--- src/rtl/sort_collect_pkg.sv ---
// Shared definitions for the sorter input collector: slot geometry,
// collector states and the default en pulse width.
package sort_collect_pkg;

  localparam int N_SLOTS            = 5;
  localparam int CELL_W             = 4;
  localparam int CNT_W              = 3;
  localparam int PCNT_W             = 4;
  localparam int DEF_EN_HIGH_CYCLES = 2;

  typedef enum logic [1:0] {
    FILL = 2'd0,
    FIRE = 2'd1,
    DONE = 2'd2
  } state_t;

endpackage

--- src/rtl/sort_input_collector.sv ---
// Collects five 4-bit cell codes over a valid/ready handshake into slots
// a1..a5, then raises the sorter trigger en for EN_HIGH_CYCLES cycles and
// freezes the slots until restart.
// Optional build macro FILL_TIMEOUT_EN: aborts a partial fill after
// TIMEOUT_CYCLES idle cycles and pulses timeout_err.
module sort_input_collector
  import sort_collect_pkg::*;
#(
  parameter int EN_HIGH_CYCLES = DEF_EN_HIGH_CYCLES,
  parameter int TIMEOUT_CYCLES = 1000
) (
  input  logic              clk,
  input  logic              rst_n,
  input  logic              in_valid,
  input  logic [CELL_W-1:0] in_data,
  output logic              in_ready,
  input  logic              restart,
  output logic [CELL_W-1:0] a1,
  output logic [CELL_W-1:0] a2,
  output logic [CELL_W-1:0] a3,
  output logic [CELL_W-1:0] a4,
  output logic [CELL_W-1:0] a5,
  output logic              en,
  output logic              full,
  output logic              timeout_err
);

  localparam logic [PCNT_W-1:0] PCNT_LAST = PCNT_W'(EN_HIGH_CYCLES);
  localparam logic [CNT_W-1:0]  CNT_LAST  = CNT_W'(N_SLOTS - 1);

  state_t            r_state;
  state_t            w_next;
  logic [CNT_W-1:0]  r_count;
  logic [PCNT_W-1:0] r_pcnt;
  logic              r_en;
  logic              r_full;
  logic [CELL_W-1:0] r_slot [N_SLOTS];
  logic              w_ready;
  logic              w_accept;
  logic              w_timeout;

  // restart wins over a same-cycle word, so ready drops while it is high
  assign w_ready  = (r_state == FILL) & ~restart;
  assign w_accept = in_valid & w_ready;

`ifdef FILL_TIMEOUT_EN
  localparam int TO_W = $clog2(TIMEOUT_CYCLES + 1);

  logic [TO_W-1:0] r_idle;
  logic            r_timeout_err;

  assign w_timeout = (r_state == FILL) && (r_count != '0) && !w_accept &&
                     !restart && (r_idle == TO_W'(TIMEOUT_CYCLES - 1));

  // idle counter runs only on a partial fill; any accept, restart or abort clears it
  always_ff @(posedge clk or negedge rst_n) begin
    if (!rst_n) begin
      r_idle        <= '0;
      r_timeout_err <= 1'b0;
    end else begin
      r_timeout_err <= w_timeout;
      if (r_state != FILL || r_count == '0 || w_accept || restart || w_timeout)
        r_idle <= '0;
      else
        r_idle <= r_idle + 1'b1;
    end
  end

  assign timeout_err = r_timeout_err;
`else
  logic [31:0] w_unused_timeout_cycles;

  assign w_unused_timeout_cycles = 32'(TIMEOUT_CYCLES);
  assign w_timeout               = 1'b0;
  assign timeout_err             = 1'b0;
`endif

  // state register
  always_ff @(posedge clk or negedge rst_n) begin
    if (!rst_n) r_state <= FILL;
    else        r_state <= w_next;
  end

  // next-state logic
  always_comb begin
    w_next = r_state;
    case (r_state)
      FILL:    if (w_accept && r_count == CNT_LAST) w_next = FIRE;
      FIRE:    if (r_pcnt == PCNT_LAST)             w_next = DONE;
      DONE:    if (restart)                         w_next = FILL;
      default: w_next = FILL;
    endcase
  end

  // fill counter, en pulse counter and the registered en/full flags
  always_ff @(posedge clk or negedge rst_n) begin
    if (!rst_n) begin
      r_count <= '0;
      r_pcnt  <= '0;
      r_en    <= 1'b0;
      r_full  <= 1'b0;
    end else begin
      case (r_state)
        FILL: begin
          r_pcnt <= '0;
          if (restart || w_timeout)
            r_count <= '0;
          else if (w_accept)
            r_count <= (r_count == CNT_LAST) ? '0 : r_count + 1'b1;
        end
        // en rises one edge after a5 is captured, so the slots settle first
        FIRE: begin
          if (r_pcnt == PCNT_LAST) begin
            r_en   <= 1'b0;
            r_full <= 1'b1;
          end else begin
            r_en   <= 1'b1;
            r_pcnt <= r_pcnt + 1'b1;
          end
        end
        DONE: begin
          if (restart) begin
            r_full  <= 1'b0;
            r_count <= '0;
          end
        end
        default: begin
          r_count <= '0;
          r_en    <= 1'b0;
        end
      endcase
    end
  end

  // slot write on accept; stale slots are kept across restart
  always_ff @(posedge clk or negedge rst_n) begin
    if (!rst_n) begin
      for (int i = 0; i < N_SLOTS; i++) r_slot[i] <= '0;
    end else begin
      for (int i = 0; i < N_SLOTS; i++)
        if (w_accept && r_count == CNT_W'(i)) r_slot[i] <= in_data;
    end
  end

  assign in_ready = w_ready;
  assign en       = r_en;
  assign full     = r_full;
  assign a1       = r_slot[0];
  assign a2       = r_slot[1];
  assign a3       = r_slot[2];
  assign a4       = r_slot[3];
  assign a5       = r_slot[4];

endmodule

--- config.mk ---
export PLATFORM = sky130hd
export DESIGN_NAME = sort_input_collector
export DESIGN_NICKNAME = d
export VERILOG_FILES = /design/src/rtl/sort_collect_pkg.sv /design/src/rtl/sort_input_collector.sv
export SDC_FILE = /design/constraint.sdc
export NUM_CORES = 1
export LEC_CHECK = 0
export ABC_AREA = 1
export BUFFER_PORTS_ARGS = -buffer_cell sky130_fd_sc_hd__buf_2
export CORE_MARGIN = 2
export CORE_UTILIZATION = 48
export DETAILED_ROUTE_END_ITERATION = 8
export PLACE_DENSITY = 0.84
export SLEW_MARGIN = 15
export SYNTH_ARGS = -nofsm -noshare
export SYNTH_HDL_FRONTEND = slang
export SYNTH_SLANG_ARGS = --single-unit
--- constraint.sdc ---
create_clock -name clk -period 1.15 [get_ports clk]
set_input_delay 0.23 -clock clk [delete_from_list [all_inputs] [get_ports clk]]
set_output_delay 0.23 -clock clk [all_outputs]
set_load 0.01 [all_outputs]
# Word level (Yosys, flattened, before mapping)
# Index checks and enable logic that the tools add are counted.
[word_totals]
regBits = 31
latch_bits = 0
ramBits = 0
romBits = 0
inputBits = 8
out_inout_bits = 24
word_cells = 58
n_memories = 0
[classes]
add_sub_neg = 2
mul = 0
div = 0
order_cmp = 0
eq_ne = 12
shifts = 0
mux = 16
bitwise_logic = 4
n_reduce_logical = 14
[ops]
columns = ["cell", "n"]
rows = [
  ["3-bit two-way mux", 4],
  ["3-bit case mux with 3 select lines", 1],
  ["3-bit AND reduction", 3],
  ["4-bit case mux with 2 select lines", 1],
  ["3-bit by 2-bit == test with 1-bit output, second input constant", 2],
  ["2-bit two-way mux", 3],
  ["2-bit inequality test, second input constant", 3],
  ["2-bit case mux with 3 select lines", 1],
  ["1-bit logical AND", 5],
  ["4-bit by 1-bit adder with 4-bit output, second input constant", 1],
  ["4-bit by 2-bit == test with 1-bit output, second input constant", 1],
  ["4-bit two-way mux", 1],
  ["1-bit case mux with 2 select lines", 2],
  ["2-bit nonzero test", 2],
  ["3-bit by 1-bit adder with 3-bit output, second input constant", 1],
  ["3-bit by 1-bit == test with 1-bit output, second input constant", 1],
  ["3-bit == test, second input constant", 1],
  ["3-bit zero test", 1],
  ["1-bit two-way mux", 3],
  ["3-bit inequality test, second input constant", 1],
  ["1-bit bitwise AND", 2],
  ["2-bit by 1-bit == test with 1-bit output, second input constant", 1],
  ["2-bit == test, second input constant", 1],
  ["2-bit zero test", 1],
  ["4 further kinds", 5],
]

# Logic depth before layout (Yosys ltp)
# Gate-level depths: netlist (run 1).
[logic_depth]
ltp_word = 6
ltp_mapped = 7
ltp_nobuf = 7

# Worst setup path after synthesis (run 1)
# OpenSTA, ideal clock, no wires.
[synth_timing]
path_kind = "reg-to-reg"
from = "register r_count[0]"
to = "register r_count[2]"
setup_ns = 0.065
arrival_time_ns = 1.146
required_time_ns = 1.085
path_slack_ns = -0.061
stages_incl_launch_ff = 8
n_path_buf = 0
period_less_slack_ns = 1.211
path_cell_list = "dfrtp_1 -> ha_1 -> ha_1 -> inv_1 -> nand2_1 -> nor2_1 -> nand3_1 -> nand2_1"
[synth_between]
elab_chain_len = 5
word_cells_on_any_way = 6
cone_classes = "add/sub (1); eq/ne (1); mux (4)"
[synth_rtl]
columns = ["item", "line_no", "rtl"]
rows = [
  ["start, declared", "sort_input_collector.sv:33", "logic [CNT_W-1:0] r_count;"],
  ["start signal, assigned", "sort_input_collector.sv:109", "r_count <= (r_count == CNT_LAST) ? '0 : r_count + 1'b1;"],
  ["3-bit by 1-bit adder with 3-bit output or 3-bit == test (tied branches)", "sort_input_collector.sv:109", ""],
  ["3-bit two-way mux *", "sort_input_collector.sv:109", ""],
  ["3-bit two-way mux *", "sort_input_collector.sv:108", "else if (w_accept)"],
  ["3-bit two-way mux *", "sort_input_collector.sv:106", "if (restart || w_timeout)"],
  ["3-bit case mux with 3 select lines *", "sort_input_collector.sv:103", "case (r_state)"],
]
# Mark *: on every way between the ends. The rest lies on a longest branch, timed or not. The select of a mux whose other input is x is not followed.
# A chain may end at the register's enable or synchronous reset.

# Final worst setup path (run 1)
[layout_timing]
from = "register r_state[1]"
to = "output port in_ready"
[layout_between]
elab_chain_len = 2
[layout_rtl]
columns = ["item", "line_no", "rtl"]
rows = [
  ["start, declared", "sort_input_collector.sv:31", "state_t r_state;"],
  ["start signal, assigned", "sort_input_collector.sv:81", "else r_state <= w_next;"],
  ["2-bit zero test", "sort_input_collector.sv:43", "assign w_ready = (r_state == FILL) & ~restart;"],
  ["1-bit bitwise AND", "sort_input_collector.sv:43", ""],
  ["end, declared", "sort_input_collector.sv:16", "output logic in_ready,"],
]
# No other way between the ends.

==> results of run 1 <==
[registers in the layout (all words and copies together) (netlist names)]
signal / cells
a4: 4
a3: 4
full: 1
en: 1
r_pcnt: 4
r_state: 2
a1: 4
a5: 4
r_count: 3
a2: 4
[routing by layer]
| layer | share of wire [%] | wire [um] | global-route usage, % |
|---|---|---|---|
| met3 | 5.4 | 161 | 6.99 |
| met1 | 42 | 1250 | 20.6 |
| met2 | 51 | 1520 | 31.4 |
| met5 | 0 | 0 | 0 |
| met4 | 2.1 | 62 | 7.47 |
[how the worst max path moves through the flow]
stage | start | to | slack (ns) | depth (start not counted)
after global routing | r_state[1] | in_ready | -0.21 | 4
after floorplan | r_count[1] | r_count[2] | -0.008 | 7
after CTS | r_state[0] | in_ready | -0.18 | 4
after global placement | r_count[1] | r_count[2] | -0.03 | 7
final | r_state[1] | in_ready | -0.17 | 4
after detailed placement | r_count[0] | a5[0] | -0.1 | 7
[logic make-up (layout without fill, tap and decap cells)]
group / Yosys count / in the layout / synth area share, %
and+or+nand+nor: 113 / 113 / 33.1
xor gates and xnor gates: 1 / 1 / 0.593
buffers and inverters: 22 / 74 / 6.02
other: 1 / 1 / 0.254
AOI/OAI and AO/OA: 4 / 4 / 1.61
adders and majority gates: 7 / 7 / 5.93
DFF: 31 / 31 / 52.5
[cells in the mapped netlist, drive strengths merged]
library cell / count / area (um2)
o21ai: 2 / 10.0
nand2: 88 / 333
o22ai: 1 / 6.26
buf: 1 / 7.51
ha: 7 / 87.6
xnor2: 1 / 8.76
dfrtp: 31 / 776
conb: 1 / 3.75
nand4: 2 / 12.5
inv: 21 / 81.3
nor2: 10 / 65.1
o31ai: 1 / 7.51
nand3: 13 / 77.6
[worst max-delay path, delay by kind of cell, from the launching register on]
family / cells / cell delay, ns
buffers and inverters: 2 / 0.15
flip-flops: 1 / 0.42
AND/OR/NAND/NOR: 2 / 0.19
[power groups by stage]
stage               Combinational (W)  Sequential, W  Clock (W)
finish                        0.00159        0.00165   0.000633
global route                  0.00179        0.00170   0.000702
CTS                           0.00156        0.00166   0.000653
detailed placement            0.00140        0.00166          0
global placement              0.00137        0.00165          0
floorplan                    0.000652        0.00182          0
[layout make-up]
type / count / area share [%]
sequential: 31 / 40.4
multi-input combinational: 126 / 35.7
timing repair buffer: 46 / 14.5
inverter: 21 / 4.35
clock buffer: 6 / 2.66
tap: 33 / 2.14
clock inverter: 1 / 0.260
[metrics by stage]
step           utilization, %  std cells  area [um2]  TNS (ns)
3_5_place_dp             58.8        251        1750     -1.15
2_1_floorplan               -        179        1490  -0.00798
6_report                 64.7        264        1930     -1.94
4_1_cts                  63.7        264        1900     -1.92
5_1_grt                  64.7        264        1930     -3.56
3_3_place_gp             58.8        251        1750    -0.284
[what timing repair did]
action,in CTS,in global routing
hold buffers,1,0
endpoints found under the setup margin,28,28
pin swaps,6,8
gates resized for setup,17,10
buffers inserted,5,0
endpoints found under the hold margin,16,0
==> results.json, run 1 <==
{
  "coreArea_um2": 2980,
  "grt_pass1_vias": 1119,
  "post_drt_wl_per_cell_um": 11.3,
  "period_share_pct": 115,
  "setup_slack_ns": -0.171,
  "cts_tree": "done",
  "grt_max_degree": 19,
  "p_clk_share_pct": 16.3,
  "violations": "setup timing",
  "status": "finished with violations",
  "hold_ws_ns": 0.187,
  "cp_slowest_cell": "dfrtp_1",
  "synth_area_um2": 1480,
  "drv_cap": 0,
  "htreeDepth": 2,
  "grt_pass1_wl_um": 4750,
  "power_density_nw_per_um2": 2010,
  "clkLatencyLatePin_ns": 0.33,
  "p_leak_nw": 1.12,
  "clkTransAtPathRegs_ns": 0.10,
  "ys_seq_area_share_pct": 52.5,
  "p_total_w": 0.00388,
  "areaGrowthSynthToFinish_pct": 30.4,
  "start_kind": "flip-flop",
  "drc": 0,
  "numPortBuffers": 30,
  "finalSetupViolations": 24,
  "post-dp-hpwl_um": 2170,
  "avgSynthCellArea_um2": 8.25,
  "min_path_cells": 3,
  "critPathRequiredTime_ns": 0.92,
  "synth_cells": 179,
  "vias_per_cell": 4.78,
  "row_count": 20,
  "rsz0062_at_grt": "true",
  "synth_cell_type_count": 18,
  "worstPathCellList": "nor2_4 -> nand2_2 -> inv_2 -> buf_6",
  "hold_path.startpoint": "in_data[1]",
  "initial_core_util_pct": 49.6,
  "ys_warn_count": 0,
  "clock_skew_ns": 0.0133,
  "drive_above_1_share_pct": 35.9,
  "regArea_um2": 777,
  "mostFrequentLayoutCells": "nand2_1 (80), dfrtp_1 (30), buf_2 (29)",
  "slew_violations": 0,
  "slowest_delay_ns": 0.42,
  "die_x_um": 59.5,
  "antenna_found_initial": 0,
  "reg2reg_depth": 7,
  "multi_input_area_um2": 688,
  "synth_fp_nets": 194,
  "r2r_slack_ns": -0.11,
  "final_common_cell": "nand2_1",
  "fmaxAchievable_mhz": 757,
  "synth_seq_cells": 31,
  "globalRouteOverflowTotal": 0,
  "switching_share_pct": 37.5,
  "track_usage_pct": 18.4,
  "timing.rr.start": "r_state[1]",
  "fillers": 249,
  "p_switching_w": 0.00145,
  "place_congestion": 0.801,
  "min_period_ns": 1.32,
  "comb_power_share_pct": 41.0,
  "place_ws_ns": -0.0965,
  "antennaDiodeCount": 0,
  "cts.sinks": 31,
  "finalHoldViolCount": 0,
  "dr_total_vias": 1263,
  "p_int_w": 0.00242,
  "worstSetupPathType": "flip-flop to output port",
  "min_path_type": "input port to flip-flop",
  "numCtsBuffers": 5,
  "pin_count": 32,
  "die_area_um2": 3540,
  "clk_path_buf_depth": 2,
  "dieHeight_um": 59.5,
  "root_buffer": "clkbuf_4",
  "ir_drop_mv": 0.922,
  "crit_fanout": 2,
  "arrival_ns": 1.09,
  "seq_power_share_pct": 42.7,
  "drt_iter0_markers": 58,
  "nets": 246,
  "routed_wl_um": 2990,
  "min_to": "a3[1]",
  "ant_nets": 0,
  "cp-end-kind": "output port",
  "regToRegEndpoint": "a1[0]",
  "firstDrtPassIters": 4
}
Note: power is estimated with default switching activity, not from simulation.
==> run 2: changes to the inputs <==
- HOLD_SLACK_MARGIN: unset -> 0.08
- MAX_ROUTING_LAYER: unset -> met4
==> results.json, run 2 (synthesized netlist as in run 1, its figures left out) <==
{
  "areaGrowthSynthToFinish_pct": 30.4,
  "numPortBuffers": 30,
  "drc": 0,
  "ir_drop_mv": 0.923,
  "status": "finished with violations",
  "vias_per_cell": 4.75,
  "antenna_found_initial": 0,
  "p_clk_share_pct": 16.4,
  "pin_count": 32,
  "min_path_type": "input port to flip-flop",
  "p_switching_w": 0.00146,
  "fmaxAchievable_mhz": 757,
  "clk_path_buf_depth": 2,
  "critPathRequiredTime_ns": 0.92,
  "worstSetupPathType": "flip-flop to output port",
  "cts_tree": "done",
  "clkLatencyLatePin_ns": 0.33,
  "die_area_um2": 3540,
  "root_buffer": "clkbuf_4",
  "cp_slowest_cell": "dfrtp_1",
  "numCtsBuffers": 5,
  "slowest_delay_ns": 0.42,
  "row_count": 20,
  "dr_total_vias": 1255,
  "drv_cap": 0,
  "setup_slack_ns": -0.171,
  "post_drt_wl_per_cell_um": 11.4,
  "finalHoldViolCount": 0,
  "grt_max_degree": 19,
  "place_congestion": 0.812,
  "routed_wl_um": 3010,
  "final_core_util_pct": 64.7,
  "min_period_ns": 1.32,
  "firstDrtPassIters": 4,
  "arrival_ns": 1.09,
  "finalSetupViolations": 24,
  "nets": 246,
  "worstPathCellList": "nor2_4 -> nand2_2 -> inv_2 -> buf_6",
  "ant_nets": 0,
  "path_buf_inv": 2,
  "seq_power_share_pct": 42.6,
  "dpl_cell_area_um2": 1750,
  "globalRouteOverflowTotal": 0,
  "htreeDepth": 2,
  "cts.sinks": 31,
  "comb_power_share_pct": 41.0,
  "cp_top_family": "flip-flops",
  "grt_pass1_wl_um": 4770,
  "crit_fanout": 2,
  "antennaDiodeCount": 0,
  "post-dp-hpwl_um": 2170,
  "dieHeight_um": 59.5,
  "coreArea_um2": 2980,
  "die_x_um": 59.5,
  "fin_area_um2": 1930,
  "mostFrequentLayoutCells": "nand2_1 (80), dfrtp_1 (30), buf_2 (29)",
  "slew_violations": 0,
  "p_leak_nw": 1.12,
  "switching_share_pct": 37.5,
  "place_ws_ns": -0.0965,
  "violations": "setup timing",
  "rsz0062_at_grt": "true",
  "period_share_pct": 115,
  "power_density_nw_per_um2": 2020,
  "clock_skew_ns": 0.0114,
  "final_common_cell": "nand2_1",
  "drt_iter0_markers": 59,
  "drive_above_1_share_pct": 35.9,
  "track_usage_pct": 19.0,
  "start_kind": "flip-flop",
  "initial_core_util_pct": 49.6,
  "grt_pass1_vias": 1117,
  "cp-end-kind": "output port",
  "p_int_w": 0.00242,
  "clkTransAtPathRegs_ns": 0.10
}
-- run 2: cell counts in the layout (fill, tap and decap cells not counted) --
No cell type changed its count.
-- run 2: path summary, 6_finish.rpt --
kind / start / to / slack (ns) / depth (start not counted)
max in group asynchronous: rst_n / r_pcnt[0] / 0.35 / 3
max: r_state[1] / in_ready / -0.17 / 4
max reg2reg: r_state[1] / a1[0] / -0.11 / 7
min in group asynchronous: rst_n / a4[0] / 0.34 / 2
min: in_data[1] / a3[1] / 0.19 / 3
min reg2reg: a3[0] / a3[0] / 0.47 / 2
-- run 2: layout make-up --
class                   count  area [um2]
clock buffers               6        51.3
clock inverters             1        5.00
fillers                   249        1050
inverters                  21        83.8
multi-input cells         126         688
flip-flops and latches     31         777
well taps                  33        41.3
repair buffers             46         279
-- run 2: power groups by stage --
stage | sequential, W | combinational, W | clock (W)
final | 0.00165 | 0.00159 | 0.000636
after global routing | 0.00170 | 0.00179 | 0.000706
after CTS | 0.00166 | 0.00156 | 0.000653
after detailed placement | 0.00166 | 0.00140 | 0
after global placement | 0.00165 | 0.00137 | 0
after floorplan | 0.00182 | 0.000652 | 0
-- run 2: metrics by stage --
step	cells	setup TNS (ns)	power (W)	hold WS, ns
CTS	264	-1.92	0.00387	0.181
finish	264	-1.94	0.00388	0.187
detailed placement	251	-1.15	0.00306	0.170
floorplan	179	-0.00798	0.00248	-0.0656
global placement	251	-0.284	0.00302	0.170
global route	264	-3.68	0.00419	0.172
-- run 2: repair_timing --
| item | CTS | global route |
|---|---|---|
| pin swaps | 6 | 7 |
| resized for setup | 17 | 9 |
| hold endpoints to repair | 16 | 0 |
| endpoints found under the setup margin | 28 | 28 |
| buffers inserted | 5 | 0 |
| hold buffers | 1 | 0 |
-- run 2: worst register-to-register path: cells and delay by family (launching register included) --
| kind | cells | cell delay (ns) |
|---|---|---|
| buffers and inverters | 2 | 0.27 |
| flip-flops | 1 | 0.42 |
| AND/OR/NAND/NOR | 5 | 0.46 |
-- run 2: metal layers --
layer / track usage, % / routed length (um) / part of all wire (%)
met1: 20.7 / 1270 / 42
met2: 31.4 / 1510 / 50
met3: 6.99 / 164 / 5.5
met4: 7.47 / 62 / 2.1
met5: - / 0 / 0
